`src/rtl/z80bus_arb.sv`:
```
// Round-robin two-requester Z80 bus master: one mem/io cycle per grant.
// Optional Z80BUS_ARB_WAIT_EN adds a wait_n input that stretches ACTIVE.
module z80bus_arb #(
   parameter int SETUP = 1,
   parameter int PULSE = 2,
   parameter int HOLD  = 1
) (
   input  logic        clk,
   input  logic        rst_n,
   input  logic        req0,
   input  logic [1:0]  cmd0,
   input  logic [15:0] addr0,
   input  logic [7:0]  wdata0,
   output logic        ack0,
   input  logic        req1,
   input  logic [1:0]  cmd1,
   input  logic [15:0] addr1,
   input  logic [7:0]  wdata1,
   output logic        ack1,
   output logic [7:0]  rdata,
   output logic        busy,
   output logic        mreq_n,
   output logic        iorq_n,
   output logic        rd_n,
   output logic        wr_n,
   output logic [15:0] a,
   output logic [7:0]  d_out,
   output logic        d_oe,
`ifdef Z80BUS_ARB_WAIT_EN
   input  logic        wait_n,
`endif
   input  logic [7:0]  d_in
);

   typedef enum logic [1:0] {
      S_IDLE,
      S_SETUP,
      S_ACTIVE,
      S_HOLD
   } state_t;

   state_t      state;
   logic [15:0] cnt;
   logic [1:0]  cmd_q;
   logic        gnt;
   logic        last_grant;

   logic        v0;
   logic        v1;
   logic        any;
   logic        pick;
   logic [1:0]  cmd_sel;
   logic [15:0] addr_sel;
   logic [7:0]  wdata_sel;
   logic        wait_ok;
   logic        is_io;
   logic        is_wr;

`ifdef Z80BUS_ARB_WAIT_EN
   assign wait_ok = wait_n;
`else
   assign wait_ok = 1'b1;
`endif

   assign is_io = cmd_q[1];
   assign is_wr = cmd_q[0];

   // A requester still seeing its ack this clock is not a new request.
   always_comb begin
      v0        = req0 & ~ack0;
      v1        = req1 & ~ack1;
      any       = v0 | v1;
      pick      = (v0 & v1) ? ~last_grant : v1;
      cmd_sel   = pick ? cmd1 : cmd0;
      addr_sel  = pick ? addr1 : addr0;
      wdata_sel = pick ? wdata1 : wdata0;
   end

   always_ff @(posedge clk or negedge rst_n) begin
      if (!rst_n) begin
         state      <= S_IDLE;
         cnt        <= '0;
         cmd_q      <= '0;
         gnt        <= 1'b0;
         last_grant <= 1'b1;
         ack0       <= 1'b0;
         ack1       <= 1'b0;
         busy       <= 1'b0;
         rdata      <= '0;
         mreq_n     <= 1'b1;
         iorq_n     <= 1'b1;
         rd_n       <= 1'b1;
         wr_n       <= 1'b1;
         a          <= '0;
         d_out      <= '0;
         d_oe       <= 1'b0;
      end else begin
         ack0 <= 1'b0;
         ack1 <= 1'b0;
         unique case (state)
            S_IDLE: begin
               if (any) begin
                  gnt        <= pick;
                  last_grant <= pick;
                  cmd_q      <= cmd_sel;
                  a          <= addr_sel;
                  d_out      <= wdata_sel;
                  d_oe       <= cmd_sel[0];
                  busy       <= 1'b1;
                  cnt        <= '0;
                  state      <= S_SETUP;
               end
            end
            // The grant clock itself counts as address setup too.
            S_SETUP: begin
               if (cnt == 16'(SETUP)) begin
                  cnt    <= '0;
                  mreq_n <= is_io;
                  iorq_n <= ~is_io;
                  rd_n   <= is_wr;
                  wr_n   <= ~(is_io & is_wr);
                  state  <= S_ACTIVE;
               end else begin
                  cnt <= cnt + 16'd1;
               end
            end
            S_ACTIVE: begin
               if (cnt == 16'(PULSE - 1) && wait_ok) begin
                  cnt    <= '0;
                  mreq_n <= 1'b1;
                  iorq_n <= 1'b1;
                  rd_n   <= 1'b1;
                  wr_n   <= 1'b1;
                  if (!is_wr)
                     rdata <= d_in;
                  state  <= S_HOLD;
               end else begin
                  if (cnt != 16'(PULSE - 1))
                     cnt <= cnt + 16'd1;
                  if (is_wr)
                     wr_n <= 1'b0;
               end
            end
            S_HOLD: begin
               if (cnt == 16'(HOLD - 1)) begin
                  cnt   <= '0;
                  d_oe  <= 1'b0;
                  busy  <= 1'b0;
                  ack0  <= ~gnt;
                  ack1  <= gnt;
                  state <= S_IDLE;
               end else begin
                  cnt <= cnt + 16'd1;
               end
            end
            default: state <= S_IDLE;
         endcase
      end
   end

endmodule

```
`config.mk`:
```
export PLATFORM = sky130hd
export DESIGN_NAME = z80bus_arb
export DESIGN_NICKNAME = d
export VERILOG_FILES = /design/src/rtl/z80bus_arb.sv
export SDC_FILE = /design/constraint.sdc
export NUM_CORES = 1
export LEC_CHECK = 0
export BUFFER_PORTS_ARGS = -buffer_cell sky130_fd_sc_hd__buf_2
export CAP_MARGIN = 20
export CORE_ASPECT_RATIO = 1.4
export CORE_MARGIN = 3
export CORE_UTILIZATION = 40
export DETAILED_ROUTE_END_ITERATION = 6
export GPL_TIMING_DRIVEN = 0
export PLACE_DENSITY = 0.69
export SKIP_LAST_GASP = 1
export SLEW_MARGIN = 20
export SYNTH_ARGS = -nofsm -noshare
export SYNTH_HDL_FRONTEND = slang
export SYNTH_SLANG_ARGS = --single-unit
```
`constraint.sdc`:
```
create_clock -name clk -period 1.7 [get_ports clk]
set_input_delay 0.17 -clock clk [delete_from_list [all_inputs] [get_ports clk]]
set_output_delay 0.17 -clock clk [all_outputs]
set_load 0.05 [all_outputs]
```
==> run metrics, run 1 <==
status complete, but fails checks; failing checks negative setup slack; uppermost layer routed met4; Sink Count 62; Seq/Total Area, Yosys 49.54%; total number of yosys warnings 0; EDFF count, synth 0; dominant cell by count in the synthesized netlist dfrtp_1; Port Buf Inserts 103; Worst Skew 0.007957 ns; Worst Setup SP cnt[0]; cts bufs inserted 9; switching share of power 23.74%; nets@finish 517; Avg Inst Size Synth 10.24 sq um; FF+latch count, synth 62; final setup vio count 30; met3 WL 500 um; Internal Power 2.238 mW; CTS root buf clkbuf_8; MaxCap Viol Count 0; post-route cell area 4476 sq um; Met2 Wirelength 4179 um; worst slack, placed -0.3923 ns; power share of the sequential group 50.2%; pin count of the biggest net entering global routing 63; post-synthesis cell type count 41; cells after synthesis 307; row cnt 37; Inst Count DP 507; Final GP Congestion 0.8006; drt first pass iters 4; RSZ-0062 raised after global routing yes; gr usage total 19.35%; Net Switching 696.7 uW; gr ovfl total 0; R2R Path Start cnt[0]; final hold vios 0; Core Region 7500 sq um; Hold Worst Slack 0.04083 ns; WHS Path Cells 2; worst r2r path cells 7; Setup CP Type flop to flop; static leakage 2.244 nW; Detailed Route WL 8405 um; Mapped Nets 379; # diodes 0; non-filler cells in the finished layout 547; vias in the first global route 2887; fin crit share 115.1%; worst ir drop on vdd 0.4459 mV; TritonCTS clock tree built; CTS H-tree lvls 3; Clk pwr share 43.9%; Area growth syn-to-layout 42.34%; initial antenna violation count 0; max-slew violations 0; Clock transition at path regs 0.07 ns; Worst setup SP type flop; Worst slew margin 47.95%; crit path capture type flop; initial drt markers 110; ys flop type dfrtp_1; Starting Density 41.93%; Final min period 1.957 ns; post-synth top area share 45.36%; crit path DAT 2.18 ns; M1 WL 3527 um; global-route wire length before repair 13750 um; DR vias/cell 5.234; Worst Path Required 1.93 ns; Syn Std Cell Area 3144 sq um; Detail Route Antenna Nets 0; worst min-delay path class input pin to flop; CP max FO 7; largest area contributor in the netlist dfrtp_1; Die X 80.93 um; DRC violations left 0; share of post-route cells with drive strength above 1 48.00%; hold_sp d_in[4]; ys async rst share 100.0%; maximum clock rate 511.0 MHz; Comb pwr share 5.8%; maximum root-to-sink buffer count 2; Worst Slack Setup Final -0.2569 ns; top cells by area, synth dfrtp_1 (45%), mux2i_1 (8.0%), nand2_1 (5.0%); post-layout util 59.68%; WL per Instance 15.37 um; Die Y 110.9 um; IO Pins 104; Slew @ Worst Pin 0.7807 ns; synth cell count leaders dfrtp_1 (57), nand2_1 (42), o21ai_0 (28); worst-skew pair later-pin latency 0.34 ns; PD cells 655.7 nW/um^2; DR vias 2863; Post-DP HPWL 5716 um; DP Area 3877 sq um; area of the die 8976 sq um
-- flip-flops by register name, indices dropped and copies added (netlist names), 2 cells and up --
name	flops
cnt	16
d_out	8
cmd_q	2
state	2
rdata	8
a	16
-- critical path: stages, from the launching register on --
cell and delay (ns):
dfrtp_2 0.46, inv_2 0.09, ha_4 0.12, nor3b_4 0.20, nand4_4 0.17, a32oi_4 0.41, o21ai_1 0.14, a22o_1 0.25
-- power groups by stage --
stage | logic (mW) | registers (mW) | clock network (mW)
after floorplan | 0.0573 | 1.50 | 0
after global placement | 0.167 | 1.50 | 0
after detailed placement | 0.170 | 1.50 | 0
after CTS | 0.173 | 1.47 | 1.31
after global routing | 0.194 | 1.47 | 1.36
final | 0.171 | 1.47 | 1.29
-- cells by family after synthesis --
logic type / after synthesis / synth area share (%)
muxes: 36 / 11.90
adders and majority gates: 8 / 3.184
and+or+nand+nor: 104 / 17.87
AOI/OAI and AO/OA: 69 / 13.85
buffers and inverters: 28 / 3.661
DFF: 62 / 49.54
-- routing by layer --
metal / GRT usage [%] / vias up
met5: 0 / -
met4: 8.005 / 0
met3: 4.228 / 18
met2: 31.54 / 107
met1: 24.34 / 1354
li1: - / 1384
-- metrics by stage --
step	setup TNS (ns)	power (mW)
detailed placement	-10.32	1.672
global placement	-7.577	1.670
CTS	-3.288	2.954
finish	-4.431	2.935
floorplan	-1.447	1.561
global route	-7.717	3.029
-- placed cells by master, fill, tap and decap left out, types with 5 or more instances in the layout --
cell type  netlist  layout
buf_2            5     103
dfrtp_1         57      47
nand2_1         42      39
o21ai_0         28      27
mux2i_1         25      25
buf_4            1      23
nor2_1          14      12
nand3_1         15      10
dfrtp_2          0      10
inv_1           11       9
clkbuf_8         0       9
clkbuf_2         0       6
mux2_1          10       6
o21ai_1          7       6
nand4_1          5       5
nand3_2          0       5
a21oi_1          7       5
ha_1             8       5
dfstp_2          5       5
buf_6            0       5
-- path summary, 6_finish.rpt --
| path | to | slack [ns] |
|---|---|---|
| worst max-delay path | cnt[11] | -0.26 |
| worst min-delay path | rdata[4] | 0.04 |
| worst max register to register | cnt[11] | -0.26 |
| worst min register to register | ack0 | 0.48 |
| max in group asynchronous | cnt[3] | 0.69 |
| min in group asynchronous | cnt[8] | 0.46 |
-- repair_timing --
item	4_1_cts	5_1_grt
cloned	1	0
setup buffers	18	9
pin swaps	11	13
endpoints found under the setup margin	59	58
endpoints found under the hold margin	57	0
gates resized for setup	31	25
hold buffers	1	0
-- final cells by class --
type,instances,area (sq um)
clock buffer,10,127.6
timing repair buffer,131,762.0
sequential,62,1570
multi-input combinational,218,1717
clock inverter,6,63.81
fill,649,3024
inverter,11,41.29
tap,97,121.4
buffer,12,72.57
No activity file was read; power rests on OpenSTA's default activity.
==> run 2: changes to the inputs <==
--- a/config.mk
+++ b/config.mk
@@ -9,10 +9,10 @@
 export CAP_MARGIN = 20
 export CORE_ASPECT_RATIO = 1.4
 export CORE_MARGIN = 3
-export CORE_UTILIZATION = 40
+export CORE_UTILIZATION = 46
 export DETAILED_ROUTE_END_ITERATION = 6
 export GPL_TIMING_DRIVEN = 0
-export PLACE_DENSITY = 0.69
+export PLACE_DENSITY = 0.78
 export SKIP_LAST_GASP = 1
 export SLEW_MARGIN = 20
 export SYNTH_ARGS = -nofsm -noshare
==> run 2 against run 1 <==
  * The flow still finishes with violations (negative setup slack)
  * Global-route usage grew 2.0 points
  * Sequential power is essentially flat
  * Clock skew grew 0.0030 ns
  * Design area shrank 1.8%
  * Via count grew 0.94%
  * Clock-buffer cell count is the same
  * Combinational power is essentially flat
==> run metrics, run 2 (synthesis results as in run 1) <==
WHS Path Cells 2; Final GP Congestion 0.8137; Post-DP HPWL 5596 um; most common cell after layout, fill and taps aside buf_2; CTS root buf clkbuf_8; met3 WL 589 um; gr usage total 21.37%; flop2flop setup slack -0.24 ns; RSZ-0062 raised after global routing yes; Detail Route Antenna Nets 0; Starting Density 47.55%; Largest regs a x16, cnt x16; worst slack, placed -0.3651 ns; max-slew violations 0; nets@finish 513; Clk pwr share 41.7%; area of the die 7878 sq um; worst r2r path cells 8; Port Buf Inserts 103; cts bufs inserted 9; TritonCTS clock tree built; Worst Path Required 1.94 ns; Hold Worst Slack 0.03508 ns; Worst Skew 0.01094 ns; Comb pwr share 6.1%; Filler Cells Inserted 497; crit path DAT 2.18 ns; hold_sp d_in[3]; Critical R2R Capture cnt[7]; M1 WL 3270 um; worst hold endpoint rdata[3]; switching share of power 24.68%; Worst slew margin 48.99%; final hold vios 0; gr ovfl total 0; DP Area 3871 sq um; Net Switching 696.9 uW; vias in the first global route 2890; Die Y 103.8 um; final total power 2.824 mW; IO Pins 104; Detailed Route WL 8216 um; Setup CP Type flop to flop; Area growth syn-to-layout 39.75%; Slew @ Worst Pin 0.7652 ns; DR vias/cell 5.372; Die X 75.88 um; CTS H-tree lvls 3; maximum clock rate 514.7 MHz; Clock transition at path regs 0.08 ns; worst ir drop on vdd 0.5239 mV; Core Region 6613 sq um; Sink Count 62; CP max FO 7; PD cells 642.7 nW/um^2; row cnt 35; # diodes 0; initial drt markers 217; worst-skew pair later-pin latency 0.35 ns; worst min-delay path class input pin to flop; crit path capture type flop; post-route cell area 4394 sq um; Worst setup SP type flop; uppermost layer routed met4; fin crit share 114.3%; R2R Path Start cnt[0]; Final min period 1.943 ns; Internal Power 2.127 mW; power share of the sequential group 52.2%; static leakage 2.225 nW; maximum root-to-sink buffer count 2; share of post-route cells with drive strength above 1 48.21%; drt first pass iters 5; failing checks negative setup slack; status complete, but fails checks; Met2 Wirelength 4256 um; initial antenna violation count 0; WL per Instance 15.27 um; Worst Slack Setup Final -0.2428 ns; commonest cells after routing, fill and taps aside buf_2 (103), dfrtp_1 (48), nand2_1 (39), o21ai_0 (27), mux2i_1 (25); global-route wire length before repair 13210 um; final setup vio count 30; DR vias 2890; pin count of the biggest net entering global routing 63; MaxCap Viol Count 0; DRC violations left 0
==> run 2: changes by cell type in the layout (fill, tap and decap cells not counted), moves of 2 or more <==
cell / change
and4_4: +2
o21ai_2: +2
clkinvlp_4: -2
clkinv_2: +2
o21ai_1: -2
buf_6: -3
ha_4: -2
==> run 2: repair_timing <==
item	4_1_cts	5_1_grt
gates resized for setup	20	38
buffers inserted	12	11
pin swaps	4	20
hold buffers	1	0
hold endpoints to repair	57	0
endpoints found under the setup margin	53	58
==> run 2: layout make-up <==
class                      instances  area (sq um)  share of cell area [%]
inverter                          11         41.29                  0.9396
clock inverter                     6         37.54                  0.8542
buffer                            13         86.33                   1.965
clock buffer                      10         137.6                   3.132
sequential                        62          1569                   35.71
timing repair buffer             127         716.9                   16.32
multi-input combinational        217          1690                   38.47
tap                               92         115.1                   2.620
==> run 2: worst max-delay path: stages, from the launching register on <==
cell	delay, ns
dfrtp_2	0.45
inv_2	0.06
ha_2	0.16
nor3b_4	0.22
nand4_4	0.19
a32oi_4	0.30
buf_12	0.16
o21ai_2	0.05
a22o_1	0.23
==> run 2: power by group through the flow <==
stage / combinational (mW) / clock (mW) / sequential [mW]
after floorplan: 0.0573 / 0 / 1.50
final: 0.172 / 1.18 / 1.47
after CTS: 0.175 / 1.19 / 1.47
after detailed placement: 0.170 / 0 / 1.50
after global placement: 0.166 / 0 / 1.50
after global routing: 0.196 / 1.27 / 1.47
==> run 2: worst max-delay path by stage <==
stage / start / end / slack, ns / cells after the start
3_5_place_dp: cnt[6] / rdata[0] / -0.37 / 6
2_1_floorplan: cnt[6] / rdata[0] / -0.11 / 6
3_3_place_gp: cnt[6] / rdata[4] / -0.31 / 6
4_1_cts: cnt[15] / rdata[0] / -0.20 / 7
5_1_grt: cnt[0] / cnt[11] / -0.32 / 8
6_report: cnt[0] / cnt[7] / -0.24 / 8
==> run 2: metal layers <==
layer,track usage [%],vias up
li1,-,1371
met1,26.41,1371
met2,34.50,137
met3,6.117,11
met4,7.875,0
met5,0,-
==> run 2: stage by stage <==
step / TNS, ns / util (%) / instances
global placement: -6.173 / 58.51 / 502
CTS: -3.619 / 63.50 / 529
global route: -6.743 / 66.45 / 538
finish: -4.887 / 66.45 / 538
floorplan: -1.447 / - / 307
detailed placement: -8.098 / 58.54 / 502
==> run 3: changes to the inputs <==
--- a/config.mk
+++ b/config.mk
@@ -5,14 +5,15 @@
 export SDC_FILE = /design/constraint.sdc
 export NUM_CORES = 1
 export LEC_CHECK = 0
+export ABC_AREA = 1
 export BUFFER_PORTS_ARGS = -buffer_cell sky130_fd_sc_hd__buf_2
-export CAP_MARGIN = 20
+export CAP_MARGIN = 5
 export CORE_ASPECT_RATIO = 1.4
 export CORE_MARGIN = 3
 export CORE_UTILIZATION = 46
 export DETAILED_ROUTE_END_ITERATION = 6
 export GPL_TIMING_DRIVEN = 0
-export PLACE_DENSITY = 0.78
+export PLACE_DENSITY = 0.77
 export SKIP_LAST_GASP = 1
 export SLEW_MARGIN = 20
 export SYNTH_ARGS = -nofsm -noshare
==> run 3 against run 2 <==
  * Largest cell class is now sequential cells
  * Wire length is 7.0% lower
  * The flow now finishes without violations
  * Synthesized cell count rose by 26%
  * Sequential power grew 65%
  * Clock power rose by 22%
  * Die area rose by 3.3%
  * Clock-buffer cell count down 1
  * Fmax is 23% higher
  * Critical path depth rose by 1
  * Non-clock buffer count is 20 lower
  * Total power increased to 3.0 times the previous value
  * Via count rose by 2.0%
  * Clock skew up 0.0022 ns
  * Critical endpoint is now d_out[5]
==> run metrics, run 3 <==
Sink Count 62; status completed; worst slack, placed -0.1111 ns; static leakage 2.086 nW; Worst Slack Setup Final 0.1146 ns; Avg Inst Size Synth 8.434 sq um; Post-DP HPWL 5885 um; WL per Instance 12.73 um; cells after synthesis 386; area of the die 8137 sq um; ys async rst share 100.0%; drt first pass iters 4; Detailed Route WL 7639 um; gr usage total 19.86%; flop2flop setup slack 0.11 ns; cts bufs inserted 9; gr ovfl total 0; ys flop type dfrtp_1; Final min period 1.585 ns; Area growth syn-to-layout 28.06%; Setup CP Type flop to flop; RSZ-0062 raised after global routing yes; EDFF count, synth 0; worst min-delay path class input pin to flop; Inst Count DP 581; Filler Cells Inserted 632; global-route wire length before repair 13040 um; final total power 8.445 mW; DR vias 2948; commonest cells after routing, fill and taps aside buf_2 (104), nand2_1 (77), dfrtp_1 (57), nor2_1 (46), o21ai_0 (42); DR vias/cell 4.913; Starting Density 48.27%; Final GP Congestion 0.8410; DP Area 3889 sq um; PD cells 2026 nW/um^2; Hold Worst Slack 0.06324 ns; MaxCap Viol Count 0; post-synthesis cell type count 36; share of post-route cells with drive strength above 1 34.84%; Met2 Wirelength 4123 um; initial drt markers 95; CTS H-tree lvls 3; worst-skew pair later-pin latency 0.34 ns; Seq/Total Area, Yosys 47.85%; met3 WL 367 um; Worst slew margin 49.95%; Syn Std Cell Area 3256 sq um; Mapped Nets 458; post-layout util 61.82%; Die X 77.10 um; FF+latch count, synth 62; crit path DAT 1.80 ns; final hold vios 0; CTS root buf clkbuf_8; Die Y 105.5 um; largest area contributor in the netlist dfrtp_1; DRC violations left 0; Core Region 6744 sq um; Largest stage delay, worst path 0.41 ns; Largest regs a x16, cnt x16; Worst setup SP type flop; dominant cell by count in the synthesized netlist nand2_1; synth cell count leaders nand2_1 (77), dfrtp_1 (57), nor2_1 (47); max-slew violations 0; nets@finish 575; post-route cell area 4169 sq um; top cells by area, synth dfrtp_1 (44%), nand2_1 (8.9%), o21ai_0 (6.5%); Worst Path Required 1.92 ns; non-filler cells in the finished layout 600; vias in the first global route 2983; most common cell after layout, fill and taps aside buf_2; Port Buf Inserts 103; worst ir drop on vdd 1.236 mV; pin count of the biggest net entering global routing 63; TritonCTS clock tree built; # diodes 0; setup TNS 0 ns; maximum clock rate 630.8 MHz; crit path cell chain inv_1 -> ha_4 -> inv_1 -> nor2_4 -> buf_6 -> inv_2 -> buf_6 -> nand2_1 -> o21ai_0; final setup vio count 0; row cnt 35; total number of yosys warnings 0; crit path capture type flop; CP max FO 10; fin crit share 93.26%; Clock transition at path regs 0.08 ns; uppermost layer routed met4; Worst Skew 0.01316 ns; Slew @ Worst Pin 0.7507 ns; initial antenna violation count 0; post-synth top area share 43.81%; Detail Route Antenna Nets 0; M1 WL 3013 um; IO Pins 104; maximum root-to-sink buffer count 2; CP max-delay cell dfrtp_1
-- run 3: cell types whose count changed after synthesis, sizes merged, moves of 7 or more --
cell / previous run / this run
nor2: 14 / 52
clkbuf: 11 / 3
nand2: 42 / 85
xor2: 0 / 7
o21ai: 35 / 66
inv: 11 / 40
mux2i: 25 / 1
mux2: 11 / 0
-- run 3: cells by family after synthesis --
group                      share of synthesized area (%)
AOI/OAI and AO/OA                                  17.45
xor gates and xnor gates                           1.883
adders and majority gates                          3.075
buffers and inverters                              7.916
DFF                                                47.85
muxes                                             0.3075
and+or+nand+nor                                    21.52
-- run 3: what timing repair did --
action	4_1_cts	5_1_grt
resized for setup	4	7
hold endpoints to repair	57	0
pin swaps	0	0
setup buffers	0	2
endpoints found under the setup margin	21	41
hold buffers	1	0
-- run 3: final timing paths --
| kind | depth (start not counted) | to | start |
|---|---|---|---|
| min | 3 | rdata[2] | d_in[2] |
| max in group asynchronous | 2 | rdata[3] | rst_n |
| max | 9 | d_out[5] | state[0] |
| min in group asynchronous | 2 | cnt[4] | rst_n |
| min reg2reg | 1 | ack0 | gnt |
| max reg2reg | 9 | d_out[5] | state[0] |
-- run 3: metal layers --
metal,vias up,GRT usage (%)
met5,-,0
met4,0,8.397
met3,12,4.188
met2,76,37.28
met1,1378,21.19
li1,1482,-
-- run 3: worst max-delay path: cells and delay by family (launching register included) --
family,cells,cell delay [ns]
adders and majority gates,1,0.18
DFF,1,0.41
AOI/OAI and AO/OA,1,0.07
buffers and inverters,5,0.60
and+or+nand+nor,2,0.18
-- run 3: layout make-up --
cell class	count	area [sq um]	share of cell area [%]
Buffer	14	116.4	2.791
Clock buffer	9	123.9	2.971
Clock inverter	7	97.59	2.341
Inverter	40	150.1	3.601
Multi-Input combinational cell	270	1465	35.14
Sequential cell	62	1558	37.36
Tap cell	92	115.1	2.761
Timing Repair Buffer	106	543.0	13.03
-- run 3: report_power, final --
part	switching, mW	leakage, nW	internal (mW)
clock	0.611	0.106	0.829
sequential	0.329	0.775	2.09
combinational	3.31	1.20	1.28
